==> src/rtl/accum_table_seq.sv <==
// Write-address sequencer for the output accumulator table: counts systolic-array
// output rows through row/column tiles and issues one registered table write per accepted row.
module accum_table_seq #(
    parameter int MAX_OUT_ROWS = 128,
    parameter int MAX_OUT_COLS = 128,
    parameter int SYS_ARR_ROWS = 16,
    parameter int SYS_ARR_COLS = 16,
    localparam int NRT  = MAX_OUT_ROWS / SYS_ARR_ROWS,
    localparam int NCT  = MAX_OUT_COLS / SYS_ARR_COLS,
    localparam int NACC = MAX_OUT_ROWS * NCT,
    localparam int RT_W = (NRT > 1) ? $clog2(NRT) : 1,
    localparam int CT_W = (NCT > 1) ? $clog2(NCT) : 1,
    localparam int SR_W = (SYS_ARR_ROWS > 1) ? $clog2(SYS_ARR_ROWS) : 1,
    localparam int AW   = (NACC > 1) ? $clog2(NACC) : 1
) (
    input  logic            clk,
    input  logic            rst_n,
    input  logic            start,
    input  logic [RT_W-1:0] cfg_row_tiles_m1,
    input  logic [CT_W-1:0] cfg_col_tiles_m1,
    input  logic            cfg_accum,
    input  logic            abort,
    input  logic            row_valid,
    output logic            row_ready,
    output logic [SR_W-1:0] sub_row,
    output logic [RT_W-1:0] submat_row_idx,
    output logic [CT_W-1:0] submat_col_idx,
    output logic [AW-1:0]   wr_addr,
    output logic            wr_en,
    output logic            accum_en,
    output logic            busy,
    output logic            done
);

    typedef enum logic [1:0] {
        IDLE = 2'd0,
        RUN  = 2'd1,
        DONE = 2'd2
    } state_t;

    localparam logic [SR_W-1:0] SUB_ROW_MAX = SR_W'(SYS_ARR_ROWS - 1);

    state_t          state_q, state_d;
    logic [SR_W-1:0] sub_row_q, sub_row_d;
    logic [RT_W-1:0] row_idx_q, row_idx_d;
    logic [CT_W-1:0] col_idx_q, col_idx_d;
    logic [RT_W-1:0] cfg_rows_q, cfg_rows_d;
    logic [CT_W-1:0] cfg_cols_q, cfg_cols_d;
    logic            cfg_accum_q, cfg_accum_d;
    logic [AW-1:0]   wr_addr_q, wr_addr_d;
    logic            wr_en_q, wr_en_d;
    logic            accum_en_q, accum_en_d;
    logic            busy_q, busy_d;
    logic            done_q, done_d;

    logic sub_wrap, row_wrap, last_row;

    assign sub_wrap = (sub_row_q == SUB_ROW_MAX);
    assign row_wrap = (row_idx_q == cfg_rows_q);
    assign last_row = sub_wrap && row_wrap && (col_idx_q == cfg_cols_q);

    // Abort must block acceptance in the same cycle, so ready cannot be registered.
    assign row_ready = (state_q == RUN) && !abort;

    always_comb begin
        state_d     = state_q;
        sub_row_d   = sub_row_q;
        row_idx_d   = row_idx_q;
        col_idx_d   = col_idx_q;
        cfg_rows_d  = cfg_rows_q;
        cfg_cols_d  = cfg_cols_q;
        cfg_accum_d = cfg_accum_q;
        wr_addr_d   = wr_addr_q;
        wr_en_d     = 1'b0;
        accum_en_d  = 1'b0;

        case (state_q)
            IDLE: begin
                if (start) begin
                    state_d     = RUN;
                    cfg_rows_d  = cfg_row_tiles_m1;
                    cfg_cols_d  = cfg_col_tiles_m1;
                    cfg_accum_d = cfg_accum;
                    sub_row_d   = '0;
                    row_idx_d   = '0;
                    col_idx_d   = '0;
                end
            end
            RUN: begin
                if (abort) begin
                    state_d   = IDLE;
                    sub_row_d = '0;
                    row_idx_d = '0;
                    col_idx_d = '0;
                end else if (row_valid) begin
                    wr_en_d    = 1'b1;
                    accum_en_d = cfg_accum_q;
                    // Rows leave the array bottom-first, hence the reversed in-tile offset.
                    wr_addr_d  = AW'(int'(col_idx_q) * MAX_OUT_ROWS
                                     + int'(row_idx_q) * SYS_ARR_ROWS
                                     + (SYS_ARR_ROWS - 1 - int'(sub_row_q)));
                    if (sub_wrap) begin
                        sub_row_d = '0;
                        if (row_wrap) begin
                            row_idx_d = '0;
                            col_idx_d = (col_idx_q == cfg_cols_q) ? '0 : col_idx_q + CT_W'(1);
                        end else begin
                            row_idx_d = row_idx_q + RT_W'(1);
                        end
                    end else begin
                        sub_row_d = sub_row_q + SR_W'(1);
                    end
                    if (last_row) begin
                        state_d = DONE;
                    end
                end
            end
            DONE: begin
                state_d = IDLE;
            end
            default: begin
                state_d = IDLE;
            end
        endcase

        busy_d = (state_d == RUN);
        done_d = (state_d == DONE);
    end

    always_ff @(posedge clk or negedge rst_n) begin
        if (!rst_n) begin
            state_q     <= IDLE;
            sub_row_q   <= '0;
            row_idx_q   <= '0;
            col_idx_q   <= '0;
            cfg_rows_q  <= '0;
            cfg_cols_q  <= '0;
            cfg_accum_q <= 1'b0;
            wr_addr_q   <= '0;
            wr_en_q     <= 1'b0;
            accum_en_q  <= 1'b0;
            busy_q      <= 1'b0;
            done_q      <= 1'b0;
        end else begin
            state_q     <= state_d;
            sub_row_q   <= sub_row_d;
            row_idx_q   <= row_idx_d;
            col_idx_q   <= col_idx_d;
            cfg_rows_q  <= cfg_rows_d;
            cfg_cols_q  <= cfg_cols_d;
            cfg_accum_q <= cfg_accum_d;
            wr_addr_q   <= wr_addr_d;
            wr_en_q     <= wr_en_d;
            accum_en_q  <= accum_en_d;
            busy_q      <= busy_d;
            done_q      <= done_d;
        end
    end

    assign sub_row        = sub_row_q;
    assign submat_row_idx = row_idx_q;
    assign submat_col_idx = col_idx_q;
    assign wr_addr        = wr_addr_q;
    assign wr_en          = wr_en_q;
    assign accum_en       = accum_en_q;
    assign busy           = busy_q;
    assign done           = done_q;

endmodule

==> config.mk <==
export PLATFORM = sky130hd
export DESIGN_NAME = accum_table_seq
export DESIGN_NICKNAME = d
export VERILOG_FILES = /design/src/rtl/accum_table_seq.sv
export SDC_FILE = /design/constraint.sdc
export NUM_CORES = 1
export LEC_CHECK = 0
export ABC_CLOCK_PERIOD_IN_PS = 1550
export CAP_MARGIN = 20
export CORE_MARGIN = 3
export CORE_UTILIZATION = 46
export CTS_BUF_LIST = sky130_fd_sc_hd__clkbuf_4
export DETAILED_ROUTE_END_ITERATION = 8
export PLACE_DENSITY = 0.78
export SLEW_MARGIN = 10
export SYNTH_ARGS = -nofsm -noshare
export SYNTH_HDL_FRONTEND = slang
export SYNTH_SLANG_ARGS = --single-unit
==> constraint.sdc <==
create_clock -name clk -period 1.55 [get_ports clk]
set_input_delay 0.31 -clock clk [delete_from_list [all_inputs] [get_ports clk]]
set_output_delay 0.31 -clock clk [all_outputs]
set_load 0.02 [all_outputs]
* Yosys cells after proc, flatten, opt, wreduce, memory -nomap -nowiden *
Index checks and enable logic that the tools add are counted.

storage, ports and cells
  bits in registers = 33
  latch bits = 0
  bits in writable memories = 0
  memory bits (read-only) = 0
  bits of input ports = 12
  output and inout bits = 25
  memories kept = 0

operators by class
  add/subtract/negate cells = 6
  multipliers = 0
  div/mod/pow operators = 0
  order comparisons = 0
  eq/ne operators = 10
  shift-type cells = 0
  multiplexer cells = 28
  bitwise logic cells = 1
  reductions and logical operators = 11

operator list
  kind                 count
  $mux 3               10
  $mux 4               4
  $pmux 3 s2           2
  $add 10x5->10        1
  $add 10x7->10        1
  $ne 3x3->1 const B   3
  $mux 2               4
  $pmux 4 s2           1
  $add 3x1->3 const B  2
  $eq 3x3->1           2
  $mux 1               6
  $reduce_and 3->1     2
  $reduce_and 5->1     1
  $sub 4x4->5 const A  1
  $add 4x1->4 const B  1
  $eq 2x1->1 const B   2
  $eq 4x4->1 const B   1
  $pmux 2 s2           1
  $reduce_and 4->1     1
  $logic_and 1x1->1    3
  $eq 2x2->1 const B   1
  $logic_not 2->1      1
  $ne 2x2->1 const B   1
  $reduce_and 2->1     1
  3 further kinds      3

* Depth between registers and ports, before layout *
Gate-level depths: netlist of the first run.

  word-level depth = 8
  depth in mapped cells = 7

* Least setup slack after synthesis of the first run *
No wires, ideal clock.

  path type = flip-flop to flip-flop
  from = register sub_row_q[0] (netlist: sub_row[0])
  to = register row_idx_q[2] (netlist: submat_row_idx[2])
  library setup time = 77 ps
  arrival = 1727 ps
  required time = 1473 ps
  path slack = -255 ps
  stages on the path, launching flop included = 6
  cells stage by stage = dfrtp_1 ha_1 nand3_1 a2111o_1 or3_1 a21oi_1

between the ends
  word-level cells in the longest chain between the ends = 3

RTL lines
  element                     line  source
  start, declared             44    logic [SR_W-1:0] sub_row_q, sub_row_d;
  start signal, assigned      146   sub_row_q <= sub_row_d;
  $eq 4x4->1                  58    assign sub_wrap = (sub_row_q == SUB_ROW_MAX);
  $ne 3x3->1 (no line)        --
  $reduce_and 4->1 (no line)  --
  end signal, assigned        147   row_idx_q <= row_idx_d;
  end, declared               45    logic [RT_W-1:0] row_idx_q, row_idx_d;

Every way passes these cells.
A chain may end at the register's enable or synchronous reset.

* Worst setup path after layout of the first run *
  from = register state_q[0]
  to = register row_idx_q[2] (netlist: submat_row_idx[2])

between the ends
  word-level cells in the longest chain between the ends = 3

RTL lines
  element                                        line  source
  start, declared                                43    state_t state_q, state_d;
  start signal, assigned                         145   state_q <= state_d;
  $eq 2x1->1 or $logic_not 2->1 (tied branches)  77    case (state_q)
  $ne 3x3->1 (no line) (tied with other cells)   --
  $reduce_and 4->1 (no line)                     --

Several ways; a longest one is shown, not always the timed one.

==> results of run 1 <==
==> power groups by stage <==
stage / clock [uW] / sequential (uW) / combinational (uW)
after floorplan: 0 / 1220 / 339
after detailed placement: 0 / 1100 / 860
final: 518 / 1090 / 904
after global routing: 553 / 1110 / 966
after global placement: 0 / 1090 / 830
after CTS: 510 / 1090 / 864
==> sequential cells by signal (all words and copies together), names as in the netlist, 2 cells and up <==
name and cells:
cfg_cols_q 3, cfg_rows_q 3, state_q 2, sub_row 4, submat_col_idx 3, submat_row_idx 3, wr_addr 10
==> how the worst min path moves through the flow <==
| stage | endpoint | slack, ns | depth (start not counted) |
|---|---|---|---|
| 6_report | wr_addr[6] | 0.31 | 2 |
| 5_1_grt | sub_row[1] | 0.32 | 2 |
| 4_1_cts | wr_addr[6] | 0.32 | 2 |
| 3_5_place_dp | wr_addr[8] | 0.47 | 2 |
| 3_3_place_gp | wr_addr[9] | 0.46 | 2 |
| 2_1_floorplan | accum_en | 0.01 | 0 |
==> cell type report <==
class	instances	share of cell area (%)
flip-flops and latches	33	35.0
multi-input cells	81	32.3
repair buffers	73	26.9
well taps	44	2.31
clock buffers	7	2.21
inverters	6	1.16
clock inverters	1	0.210
==> kinds of logic after synthesis <==
kind of cell / Yosys count / share of synthesized area, %
fa+ha+maj: 3 / 2.48
simple gates: 37 / 14.5
xor+xnor: 6 / 3.47
flops: 33 / 54.5
mux: 13 / 9.58
compound gates: 22 / 11.6
buf+inv: 9 / 3.80
==> through the flow <==
step,std cells,worst slack [ns]
3_5_place_dp,225,-0.621
3_3_place_gp,225,-0.620
4_1_cts,238,-0.103
5_1_grt,245,-0.246
6_report,245,-0.152
2_1_floorplan,123,-0.0662
==> layer usage <==
metal | global-route usage (%) | up-vias | wire, um
met1 | 24.9 | 609 | 1630
met5 | 0 | - | 0
met3 | 6.42 | 11 | 169
li1 | - | 594 | -
met4 | 7.28 | 0 | 125
met2 | 31.9 | 36 | 1990
==> placed cells by master, fill, tap and decap left out, drive strengths merged, types with 2 or more instances in the layout <==
cell            n
buf            39
dfrtp          33
dlygate4sd2    16
nand2          12
mux2           12
clkbuf         11
o21ai          11
clkdlybuf4s50  10
inv             5
nor2            4
clkdlybuf4s15   4
xor2            3
or3b            3
xnor2           3
a21o            3
and3            3
ha              3
nor3b           2
nand3           2
nand3b          2
or3             2
or2b            2
clkinv          2
nor3            2
a21oi           2
==> what timing repair did <==
item                                   in CTS  in global routing
buffers inserted                            5                  8
endpoints found under the hold margin       0                  0
pin swaps                                  11                  8
hold buffers                                0                  0
setup endpoints to repair                  47                 33
resized for setup                          52                 20
==> qor.yml, run 1 <==
syn_to_final_growth_pct: 57.1
synth-seq-cells: 33
cts_sinks: 33
synth_seq_area_share_pct: 54.5
yosysMostFrequentCell: "dfrtp_1"
maxSlewViolCount: 0
cp.arrival_ns: 1.99
timing.fmax_ghz: 0.587
path_buf_inv: 1
synth_fp_nets: 138
powerDensity_nw_per_um2: 1050
r2r_cells: 5
nFillCells: 206
cp_top_family: "compound AO/OA/AOI/OAI gates"
antenna_found_initial: 0
fin_util_pct: 76.7
wl_um: 3910
netlist_instances: 123
grt_max_degree: 34
post_drt_wl_per_cell_um: 16.0
vdd_drop_max_v: 0.000593
dr.pass1.iters: 4
worstHoldPathType: "input port to async pin"
whs_ns: 0.306
ant_nets: 0
reg2reg_slack_ns: -0.15
fin_crit_sh_pct: 110
finClkSkew_ns: 0.0154
synthTopCellsByCount: "dfrtp_1, mux2_2, nand2_1"
grt_pass1_wl_um: 6090
die_h_um: 63.4
setup_viol: 8
drive_gt1_share_pct: 47.8
final_hold_viol_count: 0
initial_utilization_pct: 48.8
synth_area_leaders: "dfrtp_1, mux2_2, o21ai_0"
cp_num_cells: 5
slowest_stage: "a2111o_1"
failed_checks: "setup timing"
cts_tree: "built"
r2r-start: "state_q[0]"
yosys.area.top_type_share_pct: 54.5
period_minus_slack_ns: 1.70
finalInstanceArea_um2: 2380
synth_edf_count: 0
cp-startpoint: "state_q[0]"
hpwl_um: 2570
io_pins: 37
clock_latency_ns: 0.35
worstSetupEndpointType: "register"
syn_avg_cell_area_um2: 12.3
yosysWarnings: 0
outcome: "complete, but fails checks"
dpl_cell_area_um2: 2170
grt_use_total_pct: 19.8
seqPwrFrac_pct: 43.4
htree_levels: 2
port_buffers: 36
overflow: 0
drtIter0Drc: 23
worstReg2RegEnd: "submat_row_idx[2]"
cts.path.max_buffers: 2
die_w_um: 63.4
fin_nets: 215
cap_violations: 0
setup_tns_ns: -0.681
finalPower_uw: 2510
power.internal_uw: 1670
synthArstFlopShare_pct: 100
critPathLaunchType: "register"
cts_root_buf: "clkbuf_4"
switching_power_uw: 843
multiInputGateArea_um2: 768
cts_buffers: 5
fp.coreArea_um2: 3100
critPathMaxStageDelay_ns: 0.44
synth_area_um2: 1520
worst_slack_ns: -0.152
grt_pass1_vias: 1275
via_count: 1250
crit_path_end: "submat_row_idx[2]"
synthFlopType: "dfrtp_1"
ys_types: 38
row_count: 20
num_antenna_cells: 0
slew_headroom_pct: 83.4
rsz0062_at_grt: "yes"
regArea_um2: 833
p_comb_share_pct: 36.0
crit_type: "register to register"
synth.largest_area_cell: "dfrtp_1"
gp_congestion: 0.746
viasPerCell: 5.10
swShare_pct: 33.6
drt_drc_violations_left: 0
cts.clk_slew.worst_paths_ns: 0.11
design.die.area_um2: 4020
tightest_slew_ns: 0.247
required_ns: 1.84
p_clk_share_pct: 20.6
crit_chain: "buf_6, and2b_2, a2111o_1, or3_4, a21oi_2"
crit_path_max_fanout: 4
cellLeakagePower_uw: 0.00117
(Power assumes the default switching activity.)
==> inputs of run 2 (changes only) <==
Settings changed: CORE_MARGIN 3 to 1.
==> qor.yml, run 2 (synthesized netlist as in run 1, its figures left out) <==
finalInstanceArea_um2: 2340
syn_to_final_growth_pct: 54.3
crit_chain: "buf_6, and2b_2, a2111o_1, or3_4, a21oi_2"
reg2reg_slack_ns: -0.20
timing.fmax_ghz: 0.571
layout_commonest_cell: "dfrtp_1"
worstSetupEndpointType: "register"
grt_max_degree: 34
finClkSkew_ns: 0.00562
clock_latency_ns: 0.34
crit_path_max_fanout: 4
initial_utilization_pct: 49.2
fp.coreArea_um2: 3080
cellLeakagePower_uw: 0.00114
drive_gt1_share_pct: 45.3
cp.arrival_ns: 2.02
largest_reg_flops: 10
gp_congestion: 0.807
crit_type: "register to register"
worst_slack_ns: -0.200
grt.busiest_layer: "met2"
period_minus_slack_ns: 1.75
whs_ns: 0.331
fin_cells: 236
cts.path.max_buffers: 2
multiInputGateArea_um2: 777
grt_use_total_pct: 22.2
dpl.cell_count: 223
cp_top_family: "compound AO/OA/AOI/OAI gates"
worstHoldPathType: "input port to async pin"
grt_pass1_wl_um: 5640
wl_um: 3440
drtIter0Drc: 24
die_w_um: 59.4
final_hold_viol_count: 0
required_ns: 1.82
cts_sinks: 33
num_antenna_cells: 0
htree_levels: 2
cts_buffers: 5
cts.clk_slew.worst_paths_ns: 0.10
r2r-start: "state_q[0]"
overflow: 0
port_buffers: 36
slowest_stage: "a2111o_1"
vdd_drop_max_v: 0.000787
hpwl_um: 2360
setup_viol: 12
cap_violations: 0
post_drt_wl_per_cell_um: 14.6
outcome: "complete, but fails checks"
cts_root_buf: "clkbuf_4"
worstReg2RegEnd: "submat_row_idx[2]"
grt_pass1_vias: 1231
dr.pass1.iters: 4
antenna_found_initial: 0
io_pins: 37
row_count: 20
fin_nets: 206
dpl_cell_area_um2: 2150
ant_nets: 0
critPathMaxStageDelay_ns: 0.46
path_buf_inv: 1
critPathLaunchType: "register"
maxSlewViolCount: 0
drt_drc_violations_left: 0
hold_buffers: 0
nFillCells: 213
powerDensity_nw_per_um2: 1110
grt_use_met2_pct: 37.6
cts_tree: "built"
die_h_um: 59.4
regArea_um2: 835
use_met3_pct: 7.86
rsz0062_at_grt: "yes"
failed_checks: "setup timing"
design.die.area_um2: 3530
tightest_slew_ns: 0.294
r2r_cells: 5
grtUsageMet1_pct: 26.2
final_cell_mix: "dfrtp_1, buf_4, dlygate4sd2_1, nand2_1, mux2_2"
viasPerCell: 5.03
slew_headroom_pct: 80.3
fin_crit_sh_pct: 113
fin_util_pct: 76.0
via_count: 1186
run 2: worst max-delay path by stage:
stage	to	slack, ns	cells past startpoint	start
floorplan	submat_row_idx[2]	-0.07	5	sub_row[0]
finish	submat_row_idx[2]	-0.20	5	state_q[0]
global route	submat_row_idx[2]	-0.24	5	state_q[0]
global placement	row_ready	-0.59	4	abort
CTS	submat_col_idx[0]	-0.11	5	state_q[0]
detailed placement	row_ready	-0.60	4	abort
run 2: power breakdown:
part	leakage, uW	switching (uW)	internal [uW]	total (uW)
clock	0.0000433	282	353	635
combinational	0.000679	431	435	866
sequential	0.000416	96.1	996	1090
total	0.00114	809	1780	2590
run 2: routing by layer:
metal / share of wire, % / wire [um]
met4: 0.90 / 31
met5: 0 / 0
met3: 4.9 / 169
met2: 52 / 1790
met1: 42 / 1450
run 2: final cells by class:
cell class                      instances  area share (%)
Sequential cell                        33            35.7
Multi-Input combinational cell         81            33.2
Timing Repair Buffer                   64            24.2
Tap cell                               44            2.35
Clock buffer                            6            1.93
Clock inverter                          2            1.44
Inverter                                6            1.18
run 2: through the flow:
| step | total power, uW | TNS, ns | setup WS (ns) |
|---|---|---|---|
| finish | 2590 | -0.909 | -0.200 |
| CTS | 2590 | -0.581 | -0.113 |
| detailed placement | 1960 | -10.66 | -0.603 |
| global placement | 1920 | -9.34 | -0.590 |
| floorplan | 1560 | -0.268 | -0.0662 |
| global route | 2710 | -1.42 | -0.242 |
run 2: repair_timing:
action | CTS | global route
pin swaps | 9 | 6
buffers inserted | 2 | 3
setup endpoints to repair | 48 | 25
endpoints found under the hold margin | 0 | 0
gates resized for setup | 53 | 17
run 2: worst register-to-register path, delay by kind of cell, from the launching register on:
| family | cells | cell delay [ns] |
|---|---|---|
| AO/OA/AOI/OAI | 2 | 0.59 |
| AND/OR/NAND/NOR | 2 | 0.56 |
| flip-flops | 1 | 0.41 |
| buffers and inverters | 1 | 0.13 |
